File: config.mk
export PLATFORM = sky130hd
export DESIGN_NAME = vga_sync_gen_flat
export DESIGN_NICKNAME = d
export VERILOG_FILES = /design/src/rtl/vga_sync_gen_if.sv /design/src/rtl/vga_sync_gen.sv /design/src/flat_wrapper.sv
export SDC_FILE = /design/constraint.sdc
export NUM_CORES = 1
export LEC_CHECK = 0
export ABC_AREA = 0
export CAP_MARGIN = 20
export CELL_PAD_IN_SITES_DETAIL_PLACEMENT = 0
export CELL_PAD_IN_SITES_GLOBAL_PLACEMENT = 1
export CORE_UTILIZATION = 38
export CTS_CLUSTER_DIAMETER = 120
export DETAILED_ROUTE_END_ITERATION = 10
export PLACE_DENSITY_LB_ADDON = 0.1
export SYNTH_ARGS = -nofsm -noshare
export SYNTH_HDL_FRONTEND = slang
export SYNTH_SLANG_ARGS = --single-unit
File: constraint.sdc
create_clock -name i_Clk -period 2.8 [get_ports i_Clk]
set_clock_uncertainty 0.15 [all_clocks]
set_input_delay 0.28 -clock i_Clk [delete_from_list [all_inputs] [get_ports i_Clk]]
set_output_delay 0.28 -clock i_Clk [all_outputs]
set_load 0.1 [all_outputs]
File: src/rtl/vga_sync_gen_if.sv
// Pixel-side bundle of the VGA timing generator: enable/pixel in, coordinates, syncs and flags out.
// o_FrameCount exists only when VGA_SYNC_FRAME_CNT_EN is defined.
interface vga_sync_gen_if #(
  parameter int CNT_W = 10
);
  logic             i_Enable;
  logic             i_Video;
  logic [CNT_W-1:0] o_X;
  logic [CNT_W-1:0] o_Y;
  logic             o_HSync;
  logic             o_VSync;
  logic             o_HBlank;
  logic             o_VBlank;
  logic             o_Active;
  logic             o_LineStart;
  logic             o_FrameStart;
  logic             o_Video;
`ifdef VGA_SYNC_FRAME_CNT_EN
  logic [15:0]      o_FrameCount;
`endif

  modport master (
    input  i_Enable, i_Video,
    output o_X, o_Y, o_HSync, o_VSync, o_HBlank, o_VBlank,
    output o_Active, o_LineStart, o_FrameStart, o_Video
`ifdef VGA_SYNC_FRAME_CNT_EN
    , output o_FrameCount
`endif
  );

  modport slave (
    output i_Enable, i_Video,
    input  o_X, o_Y, o_HSync, o_VSync, o_HBlank, o_VBlank,
    input  o_Active, o_LineStart, o_FrameStart, o_Video
`ifdef VGA_SYNC_FRAME_CNT_EN
    , input o_FrameCount
`endif
  );
endinterface

File: src/rtl/vga_sync_gen.sv
// VGA raster timing generator: zero-based pixel/line counters with registered, zero-skew sync and blank flags.
// Optional 16-bit frame counter enabled by defining VGA_SYNC_FRAME_CNT_EN.
module vga_sync_gen #(
  parameter int CNT_W      = 10,
  parameter int H_VISIBLE  = 640,
  parameter int H_FRONT    = 16,
  parameter int H_SYNC     = 96,
  parameter int H_BACK     = 48,
  parameter int V_VISIBLE  = 480,
  parameter int V_FRONT    = 10,
  parameter int V_SYNC     = 2,
  parameter int V_BACK     = 33,
  parameter bit H_SYNC_POL = 1'b0,
  parameter bit V_SYNC_POL = 1'b0
) (
  input  logic              i_Clk,
  input  logic              i_Reset,
  vga_sync_gen_if.master    bus
);

  localparam int H_TOTAL = H_VISIBLE + H_FRONT + H_SYNC + H_BACK;
  localparam int V_TOTAL = V_VISIBLE + V_FRONT + V_SYNC + V_BACK;

  if (H_VISIBLE == 0 || H_FRONT == 0 || H_SYNC == 0 || H_BACK == 0 ||
      V_VISIBLE == 0 || V_FRONT == 0 || V_SYNC == 0 || V_BACK == 0) begin : g_bad_zero
    $error("vga_sync_gen: timing parameters must all be non-zero");
  end
  if (H_TOTAL > (1 << CNT_W) || V_TOTAL > (1 << CNT_W)) begin : g_bad_width
    $error("vga_sync_gen: H_TOTAL/V_TOTAL do not fit in CNT_W bits");
  end

  localparam logic [CNT_W-1:0] H_LAST       = CNT_W'(H_TOTAL - 1);
  localparam logic [CNT_W-1:0] V_LAST       = CNT_W'(V_TOTAL - 1);
  localparam logic [CNT_W-1:0] H_VIS_END    = CNT_W'(H_VISIBLE);
  localparam logic [CNT_W-1:0] V_VIS_END    = CNT_W'(V_VISIBLE);
  localparam logic [CNT_W-1:0] H_SYNC_START = CNT_W'(H_VISIBLE + H_FRONT);
  localparam logic [CNT_W-1:0] H_SYNC_END   = CNT_W'(H_VISIBLE + H_FRONT + H_SYNC);
  localparam logic [CNT_W-1:0] V_SYNC_START = CNT_W'(V_VISIBLE + V_FRONT);
  localparam logic [CNT_W-1:0] V_SYNC_END   = CNT_W'(V_VISIBLE + V_FRONT + V_SYNC);

  logic [CNT_W-1:0] x_q, y_q, x_nxt, y_nxt;
  logic             hsync_q, vsync_q, hblank_q, vblank_q, active_q;
  logic             line_start_q, frame_start_q;

  always_comb begin
    x_nxt = x_q;
    y_nxt = y_q;
    if (bus.i_Enable) begin
      if (x_q == H_LAST) begin
        x_nxt = '0;
        y_nxt = (y_q == V_LAST) ? '0 : y_q + CNT_W'(1);
      end else begin
        x_nxt = x_q + CNT_W'(1);
      end
    end
  end

  // Flags are derived from the next coordinate so they land on the same edge as o_X/o_Y.
  always_ff @(posedge i_Clk or posedge i_Reset) begin
    if (i_Reset) begin
      x_q           <= '0;
      y_q           <= '0;
      hsync_q       <= ~H_SYNC_POL;
      vsync_q       <= ~V_SYNC_POL;
      hblank_q      <= 1'b0;
      vblank_q      <= 1'b0;
      active_q      <= 1'b1;
      line_start_q  <= 1'b1;
      frame_start_q <= 1'b1;
    end else begin
      x_q           <= x_nxt;
      y_q           <= y_nxt;
      hsync_q       <= (x_nxt >= H_SYNC_START && x_nxt < H_SYNC_END) ? H_SYNC_POL : ~H_SYNC_POL;
      vsync_q       <= (y_nxt >= V_SYNC_START && y_nxt < V_SYNC_END) ? V_SYNC_POL : ~V_SYNC_POL;
      hblank_q      <= (x_nxt >= H_VIS_END);
      vblank_q      <= (y_nxt >= V_VIS_END);
      active_q      <= (x_nxt < H_VIS_END) && (y_nxt < V_VIS_END);
      line_start_q  <= (x_nxt == '0);
      frame_start_q <= (x_nxt == '0) && (y_nxt == '0);
    end
  end

`ifdef VGA_SYNC_FRAME_CNT_EN
  logic [15:0] frame_cnt_q;
  logic        frame_wrap;

  assign frame_wrap = bus.i_Enable && (x_q == H_LAST) && (y_q == V_LAST);

  always_ff @(posedge i_Clk or posedge i_Reset) begin
    if (i_Reset) begin
      frame_cnt_q <= '0;
    end else if (frame_wrap) begin
      frame_cnt_q <= frame_cnt_q + 16'd1;
    end
  end

  assign bus.o_FrameCount = frame_cnt_q;
`endif

  assign bus.o_X          = x_q;
  assign bus.o_Y          = y_q;
  assign bus.o_HSync      = hsync_q;
  assign bus.o_VSync      = vsync_q;
  assign bus.o_HBlank     = hblank_q;
  assign bus.o_VBlank     = vblank_q;
  assign bus.o_Active     = active_q;
  assign bus.o_LineStart  = line_start_q;
  assign bus.o_FrameStart = frame_start_q;
  assign bus.o_Video      = active_q & bus.i_Video;

endmodule

File: src/flat_wrapper.sv
// flat-port wrapper written by rule: the top's interface ports become plain ports
module vga_sync_gen_flat 
#(
  parameter int CNT_W      = 10,
  parameter int H_VISIBLE  = 640,
  parameter int H_FRONT    = 16,
  parameter int H_SYNC     = 96,
  parameter int H_BACK     = 48,
  parameter int V_VISIBLE  = 480,
  parameter int V_FRONT    = 10,
  parameter int V_SYNC     = 2,
  parameter int V_BACK     = 33,
  parameter bit H_SYNC_POL = 1'b0,
  parameter bit V_SYNC_POL = 1'b0
)
  (i_Clk, i_Reset, bus_i_Enable, bus_i_Video, bus_o_X, bus_o_Y, bus_o_HSync, bus_o_VSync, bus_o_HBlank, bus_o_VBlank, bus_o_Active, bus_o_LineStart, bus_o_FrameStart, bus_o_Video);
  vga_sync_gen_if #(.CNT_W(CNT_W)) bus_i ();
  input  logic i_Clk;
  input  logic i_Reset;
  input wire logic [$bits(bus_i.i_Enable)-1:0] bus_i_Enable;
  input wire logic [$bits(bus_i.i_Video)-1:0] bus_i_Video;
  output wire logic [$bits(bus_i.o_X)-1:0] bus_o_X;
  output wire logic [$bits(bus_i.o_Y)-1:0] bus_o_Y;
  output wire logic [$bits(bus_i.o_HSync)-1:0] bus_o_HSync;
  output wire logic [$bits(bus_i.o_VSync)-1:0] bus_o_VSync;
  output wire logic [$bits(bus_i.o_HBlank)-1:0] bus_o_HBlank;
  output wire logic [$bits(bus_i.o_VBlank)-1:0] bus_o_VBlank;
  output wire logic [$bits(bus_i.o_Active)-1:0] bus_o_Active;
  output wire logic [$bits(bus_i.o_LineStart)-1:0] bus_o_LineStart;
  output wire logic [$bits(bus_i.o_FrameStart)-1:0] bus_o_FrameStart;
  output wire logic [$bits(bus_i.o_Video)-1:0] bus_o_Video;
  assign bus_i.i_Enable = bus_i_Enable;
  assign bus_i.i_Video = bus_i_Video;
  assign bus_o_X = bus_i.o_X;
  assign bus_o_Y = bus_i.o_Y;
  assign bus_o_HSync = bus_i.o_HSync;
  assign bus_o_VSync = bus_i.o_VSync;
  assign bus_o_HBlank = bus_i.o_HBlank;
  assign bus_o_VBlank = bus_i.o_VBlank;
  assign bus_o_Active = bus_i.o_Active;
  assign bus_o_LineStart = bus_i.o_LineStart;
  assign bus_o_FrameStart = bus_i.o_FrameStart;
  assign bus_o_Video = bus_i.o_Video;
  vga_sync_gen #(.CNT_W(CNT_W), .H_VISIBLE(H_VISIBLE), .H_FRONT(H_FRONT), .H_SYNC(H_SYNC), .H_BACK(H_BACK), .V_VISIBLE(V_VISIBLE), .V_FRONT(V_FRONT), .V_SYNC(V_SYNC), .V_BACK(V_BACK), .H_SYNC_POL(H_SYNC_POL), .V_SYNC_POL(V_SYNC_POL)) u_core (.i_Clk(i_Clk), .i_Reset(i_Reset), .bus(bus_i));
endmodule
==> summary.md <==
| Metric | Value |
|---|---|
| Status | `complete, no violations` |
| Most frequent cells in the layout | `buf_4 (37), nand2_1 (20), nor2_1 (16), nand3_1 (12), dfrtp_1 (11)` |
| Most common library cell in the layout ignoring fill and taps | `buf_4` |
| DRT antenna net count | `0` |
| Vias in the first global route | `1312` |
| Mapped Area | `1650 µm²` |
| Leak | `0.868 nW` |
| Cells after Synth | `roughly 190` |
| Hpwl dp | `around 3000 µm` |
| Initial drt markers | `72` |
| Crit path launch type | `register` |
| Ys flop type | `dfrtp_1` |
| Post-synth net total | `192` |
| # DRC | `0` |
| Initial core utilization | `40.3%` |
| Htree depth | `1` |
| Seq cells post-synth | `27` |
| Fin crit share | `between 90 and 100%` |
| Die ar. | `4600 µm²` |
| Mux cell area share after synthesis | `0.608%` |
| Simple-Gate Fraction of Synth Area | `28.6%` |
| Power Total | `1.51 mW` |
| Largest family of logic cells by synthesized area | `simple AND/OR/NAND/NOR gates` |
| Setup TNS | `0 ns` |
| Post-synth EDFFs | `0` |
| Worst Hold Slack | `0.265 ns` |
| Fill count | `395` |
| Adder-Cell Fraction of Synth Area | `2.28%` |
| Final Hold Vio Count | `0` |
| TritonCTS Sinks | `27` |
| Seq/Total Area, Yosys | `approximately 41%` |
| Final setup fails | `0` |
| Post-route minimum period | `2.61 ns` |
| Hold Crit Class | `in2async` |
| First-pass GRT wire length | `6530 µm` |
| Compound-gate portion of the synthesized area | `approximately 15%` |
| PwrDens | `741 nW/µm²` |
| Worst slew pin tran | `0.715 ns` |
| Longest Clk Path Bufs | `2` |
| Worst VDD drop | `0.542 mV` |
| Fraction of layout cells with a size suffix above 1 | `27.6%` |
| Vias per inst | `5.60` |
| Routed via count | `1494` |
| Total track usage | `around a fifth` |
| CTS clk-pin slew, worst paths | `0.10 ns` |
| CP required | `2.87 ns` |
| Max-cap violation count | `0` |
| Root Buffer | `clkbuf_8` |
| Std cell rows | `23` |
| DRT Wirelength | `4090 µm` |
| Ant. Diodes | `0` |
| Worst-Skew Late Latency | `0.27 ns` |
| Worst endpoint data arrival time | `around 2.7 ns` |
| Post-Syn Area per Cell | `about 9 µm²` |
| Initial antenna violation count | `0` |
| RD Place Congestion | `0.826` |
| GR Overflow Total | `0` |
| Post-CTS Hold Fix Bufs | `0` |
| CP Max Fanout | `10` |
| Yosys warnings | `0` |
| Core box area | `between 4000 and 5000 µm²` |
| Synth async-reset ratio | `100%` |
| Final net count | `225` |
| Pre-antenna DRT Iters | `4` |
| Largest net degree at the start of global routing | `19` |
| CTS Buf Count | `3` |
| Cell variety after synth | `47` |
| Max Clk Rate | `383 MHz` |
| Layout area overhead | `24.0%` |
| RSZ-0062 raised after global routing | `no` |
| Die Wd | `67.8 µm` |
| Synth Area in XOR/XNOR | `under 10%` |
| Ports | `32` |
| Port bufs | `31` |
| Final Slew Violations | `0` |
| Slew headroom | `between 50 and 60%` |
| CTS tree | `built` |
| CP endpoint kind | `register` |
| Wirelength per Cell | `roughly 15 µm` |
| Height of the die | `a little under 70 µm` |
| WS Path Type | `reg2reg` |
per-layer routing:
layer  share of wire [%]  vias to the layer above  global-route usage [%]
met3                 3.6                        4                    2.00
met1                  52                      714                    28.1
li1                    -                      732                       -
met2                  44                       44                    28.5
met4                0.83                        0                    6.51
met5                   0                        -                       0
cells in the mapped netlist (2+ instances only):
master | n | share of area [%]
o31ai_1 | 4 | 1.8
xnor2_1 | 9 | 4.8
dfrtp_1 | 22 | 33
a2bb2oi_1 | 2 | 1.1
o21ai_0 | 4 | 1.2
nand2_1 | 20 | 4.6
nand2b_1 | 3 | 1.1
a31oi_1 | 3 | 1.1
and4b_1 | 2 | 1.2
nor4_1 | 2 | 0.76
buf_2 | 4 | 1.2
dfstp_2 | 5 | 8.0
nor2_1 | 16 | 3.6
o21a_1 | 2 | 0.91
a21oi_1 | 7 | 2.1
nand3_1 | 12 | 3.6
or3_1 | 3 | 1.1
o21bai_1 | 2 | 0.91
and2_1 | 2 | 0.76
clkbuf_1 | 7 | 1.6
nand4_1 | 7 | 2.7
nor2b_1 | 3 | 1.1
nor3_1 | 6 | 1.8
inv_1 | 6 | 1.4
ha_1 | 3 | 2.3
xor2_1 | 5 | 2.7
and4_1 | 2 | 1.1
o21ai_1 | 3 | 0.91
through the flow:
step                setup WS, ns  std cells  cell area [µm²]  utilization, %
floorplan                 0.0116        185             1660               -
global placement          0.0940        262             1980            48.3
detailed placement        0.0790        262             1980            48.3
CTS                       0.0463        266             2020            49.4
global route              0.0509        267             2040            50.0
finish                     0.191        267             2040            50.0
kinds of logic (layout without fill, tap and decap cells):
kind of cell | after synthesis | in the layout
DFF | 27 | 27
xor gates and xnor gates | 14 | 14
and+or+nand+nor | 86 | 86
buffers and inverters | 18 | 50
AOI/OAI and AO/OA | 36 | 36
adders and majority gates | 3 | 3
muxes | 1 | 1
where the power goes:
group	leakage (nW)	internal, mW	switching [mW]
Clock	0.0228	0.102	0.127
Sequential	0.323	0.457	0.114
Combinational	0.523	0.186	0.526
Total	0.868	0.745	0.768
sequential cells by signal (all words and copies together) (netlist names):
signal                   flops
u_core.bus.o_VSync           1
u_core.bus.o_Y              10
u_core.bus.o_X              10
u_core.bus.o_LineStart       1
u_core.bus.o_Active          1
u_core.bus.o_HSync           1
u_core.bus.o_HBlank          1
u_core.bus.o_VBlank          1
u_core.bus.o_FrameStart      1
path summary, 6_finish.rpt:
kind | start | end | slack, ns | depth (start not counted)
hold reg to reg | u_core.bus.o_X[7]$_DFF_PP0_ | u_core.bus.o_X[7]$_DFF_PP0_ | 0.41 | 1
max in group asynchronous | i_Reset | u_core.bus.o_FrameStart$_DFF_PP1_ | 1.55 | 3
min in group i_Clk | u_core.bus.o_X[7]$_DFF_PP0_ | u_core.bus.o_X[7]$_DFF_PP0_ | 0.41 | 1
setup / recovery | u_core.bus.o_X[5]$_DFF_PP0_ | u_core.bus.o_FrameStart$_DFF_PP1_ | 0.19 | 6
setup reg to reg | u_core.bus.o_X[5]$_DFF_PP0_ | u_core.bus.o_FrameStart$_DFF_PP1_ | 0.19 | 6
hold / removal | i_Reset | u_core.bus.o_X[8]$_DFF_PP0_ | 0.26 | 2
critical path, stage by stage, from the launching register on:
cell and delay [ns]:
dfrtp_2 0.48, or4b_4 0.60, or3_4 0.42, o221a_1 0.15
nor4_1 0.32, and3_1 0.24, and4bb_1 0.20
what timing repair did:
action,in CTS,in global routing
endpoints found under the setup margin,0,1
setup buffers,0,1
resized for setup,0,2
layout make-up:
class	instances	area, µm²	share of cell area, %
Timing Repair Buffer	40	308	15.1
Tap cell	50	62.6	3.06
Multi-Input combinational cell	140	906	44.4
Clock buffer	4	45.0	2.21
Inverter	6	22.5	1.10
Sequential cell	27	698	34.2
No activity file was read; power rests on OpenSTA's default activity.
